--- src/rtl/pfft_pkg.sv ---
// Shared types and helpers for the pfft datapath and its serializer.
package pfft_pkg;

  localparam int PFFT_CW = 32;

  // One complex sample as produced by pfft: {imag, real}.
  typedef struct packed {
    logic [PFFT_CW/2-1:0] im;
    logic [PFFT_CW/2-1:0] re;
  } pfft_cplx_t;

  typedef enum logic {
    RD_IDLE,
    RD_STREAM
  } rd_state_e;

  function automatic int lane_count(input int order);
    return 1 << order;
  endfunction

  function automatic int bitrev(input int k, input int order);
    int r;
    r = 0;
    for (int i = 0; i < order; i++) begin
      if (((k >> i) & 1) != 0) r = r | (1 << (order - 1 - i));
    end
    return r;
  endfunction

endpackage

--- src/rtl/pfft_beat_fifo.sv ---
// Whole-beat FIFO with combinational head read from flop storage.
module pfft_beat_fifo #(
  parameter int DEPTH = 4,
  parameter int WIDTH = 128
) (
  input  logic                    aclk,
  input  logic                    areset,
  input  logic                    push,
  input  logic [WIDTH-1:0]        wr_data,
  input  logic                    pop,
  output logic [WIDTH-1:0]        rd_data,
  output logic                    full,
  output logic                    empty,
  output logic [$clog2(DEPTH):0]  level
);

  localparam int AW = $clog2(DEPTH);
  localparam int LW = AW + 1;

  logic [WIDTH-1:0] mem [DEPTH];
  logic [AW-1:0]    wr_ptr_reg;
  logic [AW-1:0]    rd_ptr_reg;
  logic [LW-1:0]    level_reg;

  // Storage is not reset; validity is tracked by level_reg alone.
  always_ff @(posedge aclk) begin
    if (push) mem[wr_ptr_reg] <= wr_data;
  end

  always_ff @(posedge aclk) begin
    if (areset) begin
      wr_ptr_reg <= '0;
      rd_ptr_reg <= '0;
      level_reg  <= '0;
    end else begin
      if (push) wr_ptr_reg <= wr_ptr_reg + 1'b1;
      if (pop)  rd_ptr_reg <= rd_ptr_reg + 1'b1;
      case ({push, pop})
        2'b10:   level_reg <= level_reg + 1'b1;
        2'b01:   level_reg <= level_reg - 1'b1;
        default: level_reg <= level_reg;
      endcase
    end
  end

  assign rd_data = mem[rd_ptr_reg];
  assign full    = (level_reg == LW'(DEPTH));
  assign empty   = (level_reg == '0);
  assign level   = level_reg;

endmodule

--- src/rtl/pfft_serializer.sv ---
// Buffers parallel pfft beats and streams them out one complex sample per cycle.
module pfft_serializer
  import pfft_pkg::*;
#(
  parameter int FFT_ORDER      = 2,
  parameter int COMPLEX_DWIDTH = 32,
  parameter int FIFO_DEPTH     = 4,
  parameter int BIT_REVERSE    = 0
) (
  input  logic                                          aclk,
  input  logic                                          areset,
  input  logic                                          s_axis_tvalid,
  input  logic [(1<<FFT_ORDER)*COMPLEX_DWIDTH-1:0]      s_axis_tdata,
  output logic                                          m_axis_tvalid,
  input  logic                                          m_axis_tready,
  output logic [COMPLEX_DWIDTH-1:0]                     m_axis_tdata,
  output logic                                          m_axis_tlast,
  output logic [FFT_ORDER-1:0]                          m_axis_tuser,
  output logic                                          overflow,
  output logic [$clog2(FIFO_DEPTH):0]                   fifo_level
);

  localparam int N  = lane_count(FFT_ORDER);
  localparam int CW = COMPLEX_DWIDTH;
  localparam int LW = $clog2(FIFO_DEPTH) + 1;
  localparam logic [FFT_ORDER-1:0] K_LAST = {FFT_ORDER{1'b1}};

  logic [N*CW-1:0]      fifo_rd_data;
  logic                 fifo_full, fifo_empty;
  logic [LW-1:0]        fifo_level_w;
  logic                 push, pop, load, avail;
  logic [CW-1:0]        lane_perm [N];

  rd_state_e            state_reg, state_next;
  logic [FFT_ORDER-1:0] k_reg, k_next;
  logic                 tvalid_reg, tvalid_next;
  logic [CW-1:0]        tdata_reg, tdata_next;
  logic [FFT_ORDER-1:0] tuser_reg, tuser_next;
  logic                 tlast_reg, tlast_next;
  logic                 overflow_reg, overflow_next;

  pfft_beat_fifo #(
    .DEPTH (FIFO_DEPTH),
    .WIDTH (N*CW)
  ) u_fifo (
    .aclk    (aclk),
    .areset  (areset),
    .push    (push),
    .wr_data (s_axis_tdata),
    .pop     (pop),
    .rd_data (fifo_rd_data),
    .full    (fifo_full),
    .empty   (fifo_empty),
    .level   (fifo_level_w)
  );

  // Lane order is fixed at elaboration, so the permutation is pure wiring.
  for (genvar gi = 0; gi < N; gi++) begin : g_lane
    localparam int SRC = (BIT_REVERSE != 0) ? bitrev(gi, FFT_ORDER) : gi;
    assign lane_perm[gi] = fifo_rd_data[SRC*CW +: CW];
  end

  assign load  = !tvalid_reg || m_axis_tready;
  assign avail = !fifo_empty;
  assign pop   = load && avail && (k_reg == K_LAST);
  // A full FIFO still accepts a beat if the head retires on the same edge.
  assign push  = s_axis_tvalid && (!fifo_full || pop);

  always_comb begin
    state_next    = state_reg;
    k_next        = k_reg;
    tvalid_next   = tvalid_reg;
    tdata_next    = tdata_reg;
    tuser_next    = tuser_reg;
    tlast_next    = tlast_reg;
    overflow_next = overflow_reg | (s_axis_tvalid && !push);

    if (load) begin
      if (avail) begin
        tvalid_next = 1'b1;
        tdata_next  = lane_perm[k_reg];
        tuser_next  = k_reg;
        tlast_next  = (k_reg == K_LAST);
        k_next      = k_reg + 1'b1;
      end else begin
        tvalid_next = 1'b0;
      end
    end

    case (state_reg)
      RD_IDLE:   if (avail) state_next = RD_STREAM;
      RD_STREAM: if (!avail || (pop && !push && fifo_level_w == LW'(1))) state_next = RD_IDLE;
      default:   state_next = RD_IDLE;
    endcase
  end

  always_ff @(posedge aclk) begin
    if (areset) begin
      state_reg    <= RD_IDLE;
      k_reg        <= '0;
      tvalid_reg   <= 1'b0;
      tdata_reg    <= '0;
      tuser_reg    <= '0;
      tlast_reg    <= 1'b0;
      overflow_reg <= 1'b0;
    end else begin
      state_reg    <= state_next;
      k_reg        <= k_next;
      tvalid_reg   <= tvalid_next;
      tdata_reg    <= tdata_next;
      tuser_reg    <= tuser_next;
      tlast_reg    <= tlast_next;
      overflow_reg <= overflow_next;
    end
  end

  assign m_axis_tvalid = tvalid_reg;
  assign m_axis_tdata  = tdata_reg;
  assign m_axis_tuser  = tuser_reg;
  assign m_axis_tlast  = tlast_reg;
  assign overflow      = overflow_reg;
  assign fifo_level    = fifo_level_w;

endmodule

--- config.mk ---
export PLATFORM = sky130hd
export DESIGN_NAME = pfft_serializer
export DESIGN_NICKNAME = d
export VERILOG_FILES = /design/src/rtl/pfft_pkg.sv /design/src/rtl/pfft_beat_fifo.sv /design/src/rtl/pfft_serializer.sv
export SDC_FILE = /design/constraint.sdc
export NUM_CORES = 1
export LEC_CHECK = 0
export ABC_AREA = 1
export CAP_MARGIN = 15
export CORE_ASPECT_RATIO = 0.5
export CORE_MARGIN = 5
export CORE_UTILIZATION = 50
export CTS_CLUSTER_DIAMETER = 120
export CTS_CLUSTER_SIZE = 40
export DETAILED_ROUTE_END_ITERATION = 16
export PLACE_DENSITY = 0.67
export SLEW_MARGIN = 20
export SYNTH_ARGS = -nofsm -noshare
export SYNTH_HDL_FRONTEND = slang
export SYNTH_SLANG_ARGS = --single-unit
--- constraint.sdc ---
create_clock -name aclk -period 9.5 [get_ports aclk]
set_clock_uncertainty 0.05 [all_clocks]
set_input_delay 1.9 -clock aclk [delete_from_list [all_inputs] [get_ports aclk]]
set_output_delay 1.9 -clock aclk [all_outputs]
set_load 0.01 [all_outputs]
# After elaboration in Yosys (flattened, before gate mapping)

Memory sizes are Yosys's and may differ from the RTL's. A register that Yosys moved wholly into a read port is not among the register bits.
Index checks and enable logic that the tools add are counted.

Register bits after elaboration: 46
RAM bits: 512
Input port bits: 132
Logic and storage cells: 45
Memories: 1

Memories:

| name       | words | width | read ports | clocked after memory_dff | write ports | RTL line             | source |
|---|---|---|---|---|---|---|---|
| u_fifo.mem | 4     | 128   | 1          | 1                        | 1           | pfft_beat_fifo.sv:20 | `logic [WIDTH-1:0] mem [DEPTH];` |

Add/subtract/negate cells: 5
Order comparisons: 1
Eq/ne operators: 4
Multiplexer cells: 9
Bitwise logic cells: 3
Reductions and logical operators: 13

Operator list:

| operator                                                  | count |
|---|---|
| binary-select mux 32 bit (select 2 bit)                   | 1 |
| 2-to-1 mux 32 bit                                         | 2 |
| adder 2 x 1 -> 2 bit (second input constant)              | 3 |
| case mux 3 bit (2 select lines)                           | 1 |
| == test 2 bit (second input constant)                     | 2 |
| logical AND 1 bit                                         | 4 |
| zero test 1 bit                                           | 4 |
| 2-to-1 mux 2 bit                                          | 2 |
| adder 3 x 1 -> 3 bit (second input constant)              | 1 |
| == test 3 bit (second input constant)                     | 1 |
| greater-or-equal comparator 3 bit (second input constant) | 1 |
| zero test 3 bit                                           | 1 |
| 2-to-1 mux 1 bit                                          | 3 |
| inverter 2 -> 3 bit                                       | 1 |
| subtractor 3 x 1 -> 3 bit (second input constant)         | 1 |
| == test 2 x 1 -> 1 bit (second input constant)            | 1 |
| logical OR 1 bit                                          | 2 |
| AND reduction 2 bit                                       | 1 |
| nonzero test 2 bit                                        | 1 |
| inverter 1 bit                                            | 1 |
| bitwise OR 1 bit                                          | 1 |

# Depth between registers and ports, before layout

Gate-level depths: netlist (run 1).

Depth in word-level cells: 9
Gate-level depth with buffers: 12
Mapped depth without buffers: 12

# By module

Synthesis (run 1) repeated with hierarchy kept, for this count alone.

Cell total of the unflattened synthesis: 1,844
Area, all modules: 22,626.7 µm²

By module, submodules not included:

| module          | times used | cells an instance | area each (µm²) | seq. area each (µm²) |
|---|---|---|---|---|
| pfft_beat_fifo  | 1          | 1,296             | 19,770.2        | 15,554.9 |
| pfft_serializer | 1          | 548               | 2,856.5         | 780.7 |

# Least setup slack after synthesis (run 1)

OpenSTA, ideal clock, no wires.

Kind: input port to flip-flop
From: input port m_axis_tready
To: memory u_fifo.mem[0][0], enable pin
Library setup time: 0.617 ns
Arrival: 7.796 ns
Required time: 8.833 ns
Path slack: 1.037 ns
Cell stages on the path: 6
Buffers on the path: 0
Cells stage by stage: nor2_1 a21oi_2 nand2_1 nand3_1 nand2_1 nor2_1

Word-level cells in the longest chain between the ends: 7

RTL lines:

| what                                   | RTL line              | source |
|---|---|---|
| start: declaration                     | pfft_serializer.sv:15 | `input logic m_axis_tready,` |
| logical OR 1 bit                       | pfft_serializer.sv:63 | `assign load = !tvalid_reg \|\| m_axis_tready;` |
| logical AND 1 bit (2 in a row)         | pfft_serializer.sv:65 | `assign pop = load && avail && (k_reg == K_LAST);` |
| logical OR 1 bit                       | pfft_serializer.sv:67 | `assign push = s_axis_tvalid && (!fifo_full \|\| pop);` |
| logical AND 1 bit                      | pfft_serializer.sv:67 |  |
| 2-to-1 mux 1 bit                       | pfft_beat_fifo.sv:27  | `if (push) mem[wr_ptr_reg] <= wr_data;` |
| 2-to-1 mux 1 bit (implied by the code) | pfft_beat_fifo.sv:27  |  |
| end: declaration                       | pfft_beat_fifo.sv:20  |  |

Every way passes these cells.

# Worst setup path in the final report (run 1)

From: input port m_axis_tready
To: memory u_fifo.mem[2][125], enable pin

The elaborated chain is that of the path after synthesis.

==> out/metrics.csv, run 1 <==
stage,metric,value,unit
cells_and_area,fill_cells,3480,
grt,busiest_layer,met2,
grt,grt_use_met2,0.323,
placed_design,dp_hpwl,31000,um
clock_tree,cts_root_buf,clkbuf_16,
yosys,yosys_warnings,0,
clock_tree,cts_setup_buffers,0,
yosys,synth.distinct_cells,29,
yosys,seq_area_frac_synth,0.732,
yosys,synthTopCellsByArea,"edfxtp_1 69%, nor2_1 8.0%, dfxtp_1 4.3%",
yosys,synth_ff_type,edfxtp_1,
timing,maxSlewHeadroom,0.242,
run,cap_violations,0,
critical_path,required,9.67,ns
grt,grt_max_degree,137,
critical_path,crit_chain,clkdlybuf4s50_1 -> nor2_1 -> a21oi_2 -> buf_4 -> nand2_1 -> nand3_1 -> nand2_1 -> nor2_4 -> buf_4,
cells_and_area,drive_gt1_frac,0.0346,
critical_path,critPathKind,in -> reg,
clock_tree,holdBufCountCts,0,
cells_and_area,areaGrowthSynthToFinish,11.4,%
yosys,async_flop_share,0,
floorplanning,rows,54,
critical_path,arrival,4.99,ns
timing,drv_slew,0,
yosys,netlist_area,22300,um2
drt,drt-initial-drc-count,1718,
timing,timing.setup.tns,0,ns
timing,max_freq,207,MHz
clock_tree,ctsResizeCount,0,
drt,routed_wl,53100,um
hold_path,hp-class,reg -> reg,
grt,first_global_vias,12900,
floorplanning,core,43800,um2
yosys,netlist.area_leader.share,0.689,
yosys,synth.avg_cell_area,11.8,um2
critical_path,slowest_delay,0.80,ns
critical_path,cp_max_fo,57,
yosys,synth_nets,2025,
yosys,synth_top_family_by_area,simple AND/OR/NAND/NOR gates,
floorplanning,die-width,309,um
floorplanning,dieArea,49200,um2
yosys,synth-compound-area-share,0.0723,
yosys,synth_commonest_cells,"512 x edfxtp_1, 478 x nor2_1, 209 x nand2_1",
yosys,synth_edf_count,512,
cells_and_area,largest_reg_flops,512,
clock_tree,clk_pin_slew_worst_paths,0.14,ns
grt,overflow,0,
yosys,synth_mux_area_frac,0,
yosys,ys_ff_latch,560,
critical_path,endpoint_kind,flip-flop,
drt,viasPerCell,5.39,
grt,grt_first_pass_wirelength,79300,um
outcome,outcome,"complete, no violations",
floorplanning,die_h,159,um
clock_tree,cts_tree,built,
grt,grt_usage,0.208,
critical_path,crit_buf_inv,3,
timing,finalWorstSetupSlack,4.68,ns
yosys,syn_inst,1886,
clock_tree,cts_buffers,17,
cells_and_area,final_nets,2123,
yosys,yosysTopAreaCell,edfxtp_1,
yosys,synth-simple-area-share,0.151,
power,leakage,8.49,nW
grt,met1_usage,0.318,
critical_path,start_kind,input port,
power,p_per_area,187,nW/um2
timing,finalSetupViolations,0,
placed_design,placedCellCount,2552,
placed_design,dp_slack,3.59,ns
placed_design,gp_congestion,0.848,
timing,rsz0062_at_grt,false,
drt,wl_per_cell,20.5,um
clock_tree,ctsHtreeMaxLevel,1,
drt,drtAntennaViolNets,0,
drt,vias,13900,
timing,min_period,4.82,ns
grt,antenna_found_initial,6,
clock_tree,cts_buffer_depth,3,
placed_design,portBuffers,171,
critical_path,slowest_stage,buf_4,
drt,remaining_drc_errors,0,
floorplanning,ioPinCount,172,
yosys,synthAdderAreaFrac,0.00426,
clock_tree,numClockSinks,560,
power,irDropWorstVdd,0.114,mV
timing,worstMarginPinSlew,1.14,ns
floorplanning,start_util,0.509,
cells_and_area,fin_cells,2589,
timing,hold_violations,0,
clock_tree,clk_latency,0.58,ns
grt,grt.met3_usage,0.0320,
critical_path,path_delay_family,buffers and inverters,
drt,dr.pass1.iters,5,
cells_and_area,final_util,0.567,
yosys,synth_xor_area_frac,0.000393,
timing,finalCritPeriodShare,0.508,
yosys,synth.most_common_cell,edfxtp_1,
==> final timing paths <==
check	start	endpoint	slack (ns)	depth (start not counted)
hold reg to reg	overflow	overflow	0.42	2
setup / recovery	m_axis_tready	u_fifo.mem[2][125]	4.68	9
hold / removal	overflow	overflow	0.42	2
setup reg to reg	k_reg[0]	u_fifo.mem[2][125]	5.95	6
==> area by class of cell <==
cell class / instances / area (um2) / area share
sequential: 560 / 16300 / 0.658
multi-input combinational: 1148 / 5120 / 0.206
timing repair buffer: 191 / 1900 / 0.0764
tap: 588 / 736 / 0.0296
clock buffer: 29 / 470 / 0.0189
inverter: 66 / 255 / 0.0103
antenna: 6 / 15.0 / 0.000604
clock inverter: 1 / 8.76 / 0.000352
==> layout by cell type (no fill, tap or decap), types with 2 or more instances in the layout <==
cell type	n
nor2_4	5
edfxtp_1	512
clkbuf_16	17
o21ai_0	153
o211ai_1	40
ha_1	6
buf_4	17
inv_6	2
dfxtp_4	2
o21ai_1	67
nand2_1	209
clkdlybuf4s50_1	171
dfxtp_1	45
clkbuf_1	12
diode_2	6
nor2_1	473
a21oi_1	39
nand3_1	130
inv_1	62
nor2_2	19
==> through the flow <==
stage / total power (W) / hold WS [ns] / area (um2)
2_1_floorplan: 0.00333 / 0.386 / 22300
6_report: 0.00466 / 0.423 / 24800
4_1_cts: 0.00468 / 0.423 / 24800
5_1_grt: 0.00484 / 0.435 / 24800
3_3_place_gp: 0.00367 / 0.392 / 24300
3_5_place_dp: 0.00368 / 0.404 / 24300
==> worst reg2reg max path, delay by kind of cell, from the launching register on <==
family / cells / cell delay (ns)
and+or+nand+nor: 4 / 1.19
buffers and inverters: 1 / 0.81
DFF: 1 / 0.77
adders and majority gates: 1 / 0.32
==> where the power goes <==
| part | total [W] | internal [W] | switching (W) |
|---|---|---|---|
| Combinational | 0.000712 | 0.000243 | 0.000469 |
| Clock | 0.00103 | 0.000350 | 0.000684 |
| Sequential | 0.00291 | 0.00284 | 0.0000674 |
| Total | 0.00466 | 0.00344 | 0.00122 |
==> per-layer routing <==
layer | part of all wire | up-vias
li1 | - | 6706
met1 | 0.45 | 6766
met2 | 0.46 | 427
met3 | 0.067 | 49
met4 | 0.015 | 0
met5 | 0 | -
==> kinds of logic (layout without fill, tap and decap cells) <==
logic type,Yosys count,in the layout
and+or+nand+nor,839,839
xor gates and xnor gates,1,1
buffers and inverters,178,287
adders and majority gates,7,7
DFF,560,560
other,0,6
AOI/OAI and AO/OA,301,301
No activity file was read; power rests on OpenSTA's default activity.
==> inputs of run 2 (changes only) <==
==> constraint.sdc (replaced) <==
create_clock -name aclk -period 4.9 [get_ports aclk]
set_clock_uncertainty 0.05 [all_clocks]
set_input_delay 0.98 -clock aclk [delete_from_list [all_inputs] [get_ports aclk]]
set_output_delay 0.98 -clock aclk [all_outputs]
set_load 0.01 [all_outputs]
==> run 2 against run 1 <==
First-iteration DRC count shrank 8.0%. Final area rose by 0.32%. Highest routed layer unchanged. Cell count barely moved.
==> out/metrics.csv, run 2 (same netlist as run 1, synthesis figures left out) <==
stage,metric,value,unit,change
placed_design,dp_hpwl,32100,um,was 31000 um
grt,grt_first_pass_wirelength,78800,um,was 79300 um
timing,hold_violations,0,,unchanged
timing,finalSetupViolations,0,,unchanged
power,switching_share,0.260,,was 0.262
grt,first_global_vias,12900,,about the same
timing,worstMarginPinSlew,0.909,ns,was 1.14 ns
clock_tree,clk_latency,0.58,ns,about the same
critical_path,endpoint_kind,flip-flop,,unchanged
cells_and_area,final_cell_mix,"512 x edfxtp_1, 473 x nor2_1, 209 x nand2_1",,unchanged
cells_and_area,ff_latch_area,16300,um2,unchanged
drt,routed_wl,52800,um,was 53100 um
placed_design,gp_congestion,0.891,,was 0.848
timing,drv_slew,0,,unchanged
critical_path,cp_max_fo,57,,unchanged
grt,grt_usage,0.207,,was 0.208
critical_path,required,5.08,ns,was 9.67 ns
power,p_clk_frac,0.221,,was 0.222
cells_and_area,fill_cells,3537,,was 3480
hold_path,hp-start,overflow,,unchanged
floorplanning,die_h,159,um,unchanged
cells_and_area,multi_input_area,5120,um2,unchanged
clock_tree,cts_buffer_depth,3,,unchanged
timing,maxSlewHeadroom,0.394,,was 0.242
hold_path,hp-class,reg -> reg,,unchanged
power,p_per_area,362,nW/um2,was 187 nW/um2
critical_path,arrival,3.40,ns,was 4.99 ns
timing,timing.hold.ws,0.423,ns,about the same
critical_path,reg2reg_depth,6,,unchanged
drt,drtAntennaViolNets,0,,unchanged
clock_tree,holdBufCountCts,0,,unchanged
critical_path,reg2reg_to,u_fifo.mem[2][19],,was u_fifo.mem[2][125]
hold_path,holdPathEnd,overflow,,unchanged
clock_tree,cts_tree,built,,unchanged
clock_tree,cts_buffers,17,,unchanged
grt,overflow,0,,unchanged
power,leakage,8.53,nW,was 8.49 nW
clock_tree,ctsResizeCount,0,,unchanged
power,power_switching,0.00235,W,was 0.00122 W
clock_tree,numClockSinks,560,,unchanged
grt,grt_max_degree,97,,was 137
outcome,outcome,"complete, no violations",,unchanged
floorplanning,die-width,309,um,unchanged
clock_tree,ctsHtreeMaxLevel,1,,unchanged
floorplanning,rows,54,,unchanged
power,p_seq_frac,0.625,,about the same
critical_path,r2r-start,k_reg[0],,unchanged
cells_and_area,largest_reg_flops,512,,unchanged
drt,drt-initial-drc-count,1581,,was 1718
power,combPwrFrac,0.154,,was 0.153
placed_design,portBuffers,171,,unchanged
floorplanning,ioPinCount,172,,unchanged
critical_path,critPathKind,reg -> reg,,was in -> reg
cells_and_area,final_nets,2130,,was 2123
drt,viasPerCell,5.38,,was 5.39
drt,remaining_drc_errors,0,,unchanged
cells_and_area,areaGrowthSynthToFinish,11.8,%,was 11.4%
floorplanning,dieArea,49200,um2,unchanged
floorplanning,core,43800,um2,unchanged
cells_and_area,drive_gt1_frac,0.0380,,was 0.0346
placed_design,placedCellCount,2560,,was 2552
critical_path,r2r_slack,1.68,ns,was 5.95 ns
drt,dr.pass1.iters,5,,unchanged
cells_and_area,layout_commonest_cell,edfxtp_1,,unchanged
floorplanning,start_util,0.509,,unchanged
timing,min_period,3.22,ns,
timing,finalCritPeriodShare,0.657,,
run,cap_violations,0,,unchanged
cells_and_area,fin_cells,2591,,was 2589
power,irDropWorstVdd,0.224,mV,was 0.114 mV
drt,wl_per_cell,20.4,um,was 20.5 um
grt,antenna_found_initial,1,,was 6
clock_tree,cts_root_buf,clkbuf_16,,unchanged
hold_path,min_path_cells,2,,unchanged
drt,vias,13900,,about the same
clock_tree,cts_setup_buffers,0,,unchanged
clock_tree,clk_pin_slew_worst_paths,0.14,ns,about the same
critical_path,start_kind,flip-flop,,was input port
power,p_int,0.00667,W,was 0.00344 W
timing,rsz0062_at_grt,false,,unchanged
timing,max_freq,311,MHz,
run 2: per-layer routing:
metal | vias up | share of wire | GRT usage
li1 | 6714 | - | -
met1 | 6769 | 0.46 | 0.316
met2 | 420 | 0.46 | 0.327
met3 | 38 | 0.070 | 0.0338
met4 | 0 | 0.011 | 0.0261
met5 | - | 0 | 0
run 2: how the worst max path moves through the flow:
stage	start	endpoint	cells past startpoint
CTS	k_reg[0]	u_fifo.mem[2][87]	6
global route	k_reg[0]	u_fifo.mem[2][23]	6
detailed placement	m_axis_tready	u_fifo.mem[2][60]	8
floorplan	m_axis_tready	u_fifo.mem[0][0]	6
global placement	m_axis_tready	u_fifo.mem[2][60]	8
finish	k_reg[0]	u_fifo.mem[2][19]	6
run 2: area by class of cell:
cell class | instances | area share
antenna | 1 | 0.000100
clock buffer | 29 | 0.0189
clock inverter | 1 | 0.000351
inverter | 66 | 0.0103
multi-input combinational | 1148 | 0.205
sequential | 560 | 0.656
tap | 588 | 0.0295
timing repair buffer | 198 | 0.0798
run 2: critical path, stage by stage (launching register included):
cell	delay (ns)
dfxtp_1	0.77
ha_1	0.35
nand2_1	0.11
nand3_1	0.15
nand2_1	0.30
nor2_4	0.68
buf_12	0.39
run 2: metrics by stage:
stage               total power [W]  TNS [ns]   util  worst slack (ns)  area [um2]
detailed placement          0.00713         0  0.558              1.16       24400
global route                0.00934         0  0.569              1.55       24900
floorplan                   0.00643   -270.07      -            -0.527       22300
finish                      0.00902         0  0.569              1.68       24900
global placement            0.00712         0  0.557              1.19       24400
CTS                         0.00903         0  0.568              1.72       24900
run 2: power groups by stage:
| stage | combinational (W) | sequential (W) | clock [W] |
|---|---|---|---|
| floorplan | 0.000672 | 0.00576 | 0 |
| global placement | 0.00138 | 0.00574 | 0 |
| detailed placement | 0.00138 | 0.00575 | 0 |
| CTS | 0.00138 | 0.00564 | 0.00201 |
| global route | 0.00150 | 0.00566 | 0.00218 |
| finish | 0.00139 | 0.00564 | 0.00199 |
==> inputs of run 3 (changes only) <==
--- a/config.mk
+++ b/config.mk
@@ -13,7 +13,7 @@
 export CTS_CLUSTER_DIAMETER = 120
 export CTS_CLUSTER_SIZE = 40
 export DETAILED_ROUTE_END_ITERATION = 16
-export PLACE_DENSITY = 0.67
+export PLACE_DENSITY = 0.7
 export SLEW_MARGIN = 20
 export SYNTH_ARGS = -nofsm -noshare
 export SYNTH_HDL_FRONTEND = slang
==> constraint.sdc (replaced) <==
create_clock -name aclk -period 2.6 [get_ports aclk]
set_clock_uncertainty 0.05 [all_clocks]
set_input_delay 0.52 -clock aclk [delete_from_list [all_inputs] [get_ports aclk]]
set_output_delay 0.52 -clock aclk [all_outputs]
set_load 0.01 [all_outputs]
==> run 3 against run 2 <==
Core utilization is 1.8 points higher. Flip-flop and latch count did not move. Count of clock-buffer cells in the layout unchanged. Critical path depth down 5. Clock power rose by 87%. Critical endpoint is now m_axis_tdata[31]. Largest cell class unchanged. Largest power group unchanged.
==> out/metrics.csv, run 3 (same netlist as run 1, synthesis figures left out) <==
stage,metric,value,unit,change
outcome,outcome,"complete, no violations",,unchanged
cells_and_area,drive_gt1_frac,0.0625,,was 0.0380
cells_and_area,final_nets,2177,,was 2130
critical_path,slowest_delay,0.58,ns,was 0.77 ns
timing,finalCritPeriodShare,0.827,,
critical_path,arrival,1.58,ns,was 3.40 ns
timing,min_period,2.15,ns,
critical_path,critPathKind,reg -> out,,was reg -> reg
timing,rsz0062_at_grt,false,,unchanged
cells_and_area,final_cell_mix,"512 x edfxtp_1, 472 x nor2_1, 208 x nand2_1",,"was 512 x edfxtp_1, 473 x nor2_1, 209 x nand2_1"
floorplanning,start_util,0.509,,unchanged
clock_tree,clk_pin_slew_worst_paths,0.14,ns,about the same
critical_path,reg2reg_to,u_fifo.level[2],,was u_fifo.mem[2][19]
cells_and_area,layout_commonest_cell,edfxtp_1,,unchanged
placed_design,dp_slack,-0.0732,ns,was 1.16 ns
floorplanning,die-width,309,um,unchanged
critical_path,crit_buf_inv,1,,unchanged
floorplanning,dieArea,49200,um2,unchanged
hold_path,hp-start,overflow,,unchanged
timing,hold_violations,0,,unchanged
clock_tree,cts_buffer_depth,3,,unchanged
placed_design,gp_congestion,0.875,,was 0.891
hold_path,hp-class,reg -> reg,,unchanged
critical_path,endpoint_kind,output pin,,was flip-flop
drt,wl_per_cell,20.3,um,was 20.4 um
floorplanning,rows,54,,unchanged
timing,maxSlewHeadroom,0.471,,was 0.394
drt,dr.pass1.iters,6,,was 5
grt,grt_first_pass_wirelength,81800,um,was 78800 um
clock_tree,numClockSinks,560,,unchanged
grt,grt_usage,0.213,,was 0.207
placed_design,place_area,25300,um2,was 24400 um2
run,cap_violations,0,,unchanged
drt,drt-initial-drc-count,1687,,was 1581
drt,routed_wl,53600,um,was 52800 um
power,irDropWorstVdd,0.418,mV,was 0.224 mV
clock_tree,clk_latency,0.55,ns,was 0.58 ns
critical_path,r2r_slack,0.51,ns,was 1.68 ns
floorplanning,ioPinCount,172,,unchanged
cells_and_area,final_util,0.587,,was 0.569
hold_path,holdPathEnd,overflow,,unchanged
cells_and_area,areaGrowthSynthToFinish,15.4,%,was 11.8%
clock_tree,cts_tree,built,,unchanged
power,leakage,8.89,nW,was 8.53 nW
grt,overflow,0,,unchanged
floorplanning,core,43800,um2,unchanged
placed_design,placedCellCount,2607,,was 2560
power,p_per_area,666,nW/um2,was 362 nW/um2
cells_and_area,largest_reg_flops,512,,unchanged
critical_path,required,2.03,ns,was 5.08 ns
clock_tree,cts_buffers,17,,unchanged
critical_path,reg2reg_depth,11,,was 6
placed_design,portBuffers,171,,unchanged
clock_tree,ctsResizeCount,0,,unchanged
grt,grt_max_degree,175,,was 97
critical_path,crit_chain,clkdlybuf4s50_1,,was ha_1 -> nand2_1 -> nand3_1 -> nand2_1 -> nor2_4 -> buf_12
timing,drv_slew,0,,unchanged
grt,antenna_found_initial,0,,was 1
timing,max_freq,465,MHz,
grt,first_global_vias,13400,,was 12900
clock_tree,ctsHtreeMaxLevel,1,,unchanged
critical_path,slowest_stage,clkdlybuf4s50_1,,was dfxtp_1
timing,finalWorstSetupSlack,0.449,ns,was 1.68 ns
clock_tree,holdBufCountCts,0,,unchanged
clock_tree,cts_root_buf,clkbuf_16,,unchanged
hold_path,min_path_cells,2,,unchanged
cells_and_area,fin_cells,2637,,was 2591
critical_path,r2r-start,u_fifo.level[2],,was k_reg[0]
floorplanning,die_h,159,um,unchanged
drt,remaining_drc_errors,0,,unchanged
critical_path,path_delay_family,buffers and inverters,,was simple AND/OR/NAND/NOR gates
timing,worstMarginPinSlew,0.794,ns,was 0.909 ns
critical_path,start_kind,flip-flop,,unchanged
placed_design,dp_hpwl,35200,um,was 32100 um
power,power.total,0.0171,W,was 0.00902 W
timing,finalSetupViolations,0,,unchanged
drt,vias,14300,,was 13900
drt,viasPerCell,5.42,,was 5.38
clock_tree,cts_setup_buffers,0,,unchanged
drt,drtAntennaViolNets,0,,unchanged
critical_path,cp_max_fo,2,,was 57
cells_and_area,post-route-cell-area,25700,um2,was 24900 um2
[run 3: changes by cell type in the layout (fill, tap and decap cells not counted), sizes merged]
cell    delta
clkinv     -1
buf       +47
[run 3: worst max path at each step]
stage	start	to	slack, ns	depth (start not counted)
finish	m_axis_tdata[31]	m_axis_tdata[31]	0.45	1
global route	flip-flop	m_axis_tdata[6]	0.25	10
CTS	m_axis_tdata[31]	m_axis_tdata[31]	0.42	1
detailed placement	m_axis_tready	u_fifo.level[2]	-0.07	12
global placement	m_axis_tready	u_fifo.level[2]	-0.10	12
floorplan	m_axis_tready	u_fifo.mem[0][0]	-0.82	6
[run 3: per-layer routing]
| metal | track usage | vias up | wire [um] |
|---|---|---|---|
| met5 | 0 | - | 0 |
| met4 | 0.0263 | 0 | 660 |
| met3 | 0.0318 | 45 | 3490 |
| met2 | 0.342 | 446 | 25300 |
| met1 | 0.323 | 6993 | 24100 |
| li1 | - | 6813 | - |
[run 3: cell type report]
class	instances	area, um2
antenna	1	2.50
clock buffer	29	470
fill	3441	18100
inverter	66	255
multi-input combinational	1148	5140
sequential	560	16300
tap	588	736
timing repair buffer	245	2780
[run 3: through the flow]
step                      TNS, ns  hold WS (ns)
after detailed placement  -0.0732         0.395
after global routing            0         0.448
after CTS                       0         0.412
after floorplan           -414.22         0.386
final                           0         0.414
after global placement     -0.100         0.389
[run 3: worst register-to-register path: stages, from the launching register on]
cell	delay, ns
dfxtp_2	0.41
inv_1	0.08
a21oi_2	0.15
nand2_1	0.09
nand3_2	0.10
nand2_4	0.06
ha_1	0.23
fa_1	0.39
a21oi_1	0.13
o21a_1	0.14
o21ai_0	0.07
a21oi_1	0.13
[run 3: power by group]
part / switching (W) / total [W] / internal, W
registers: 0.000219 / 0.0106 / 0.0104
clock network: 0.00244 / 0.00372 / 0.00127
logic: 0.00176 / 0.00281 / 0.00105
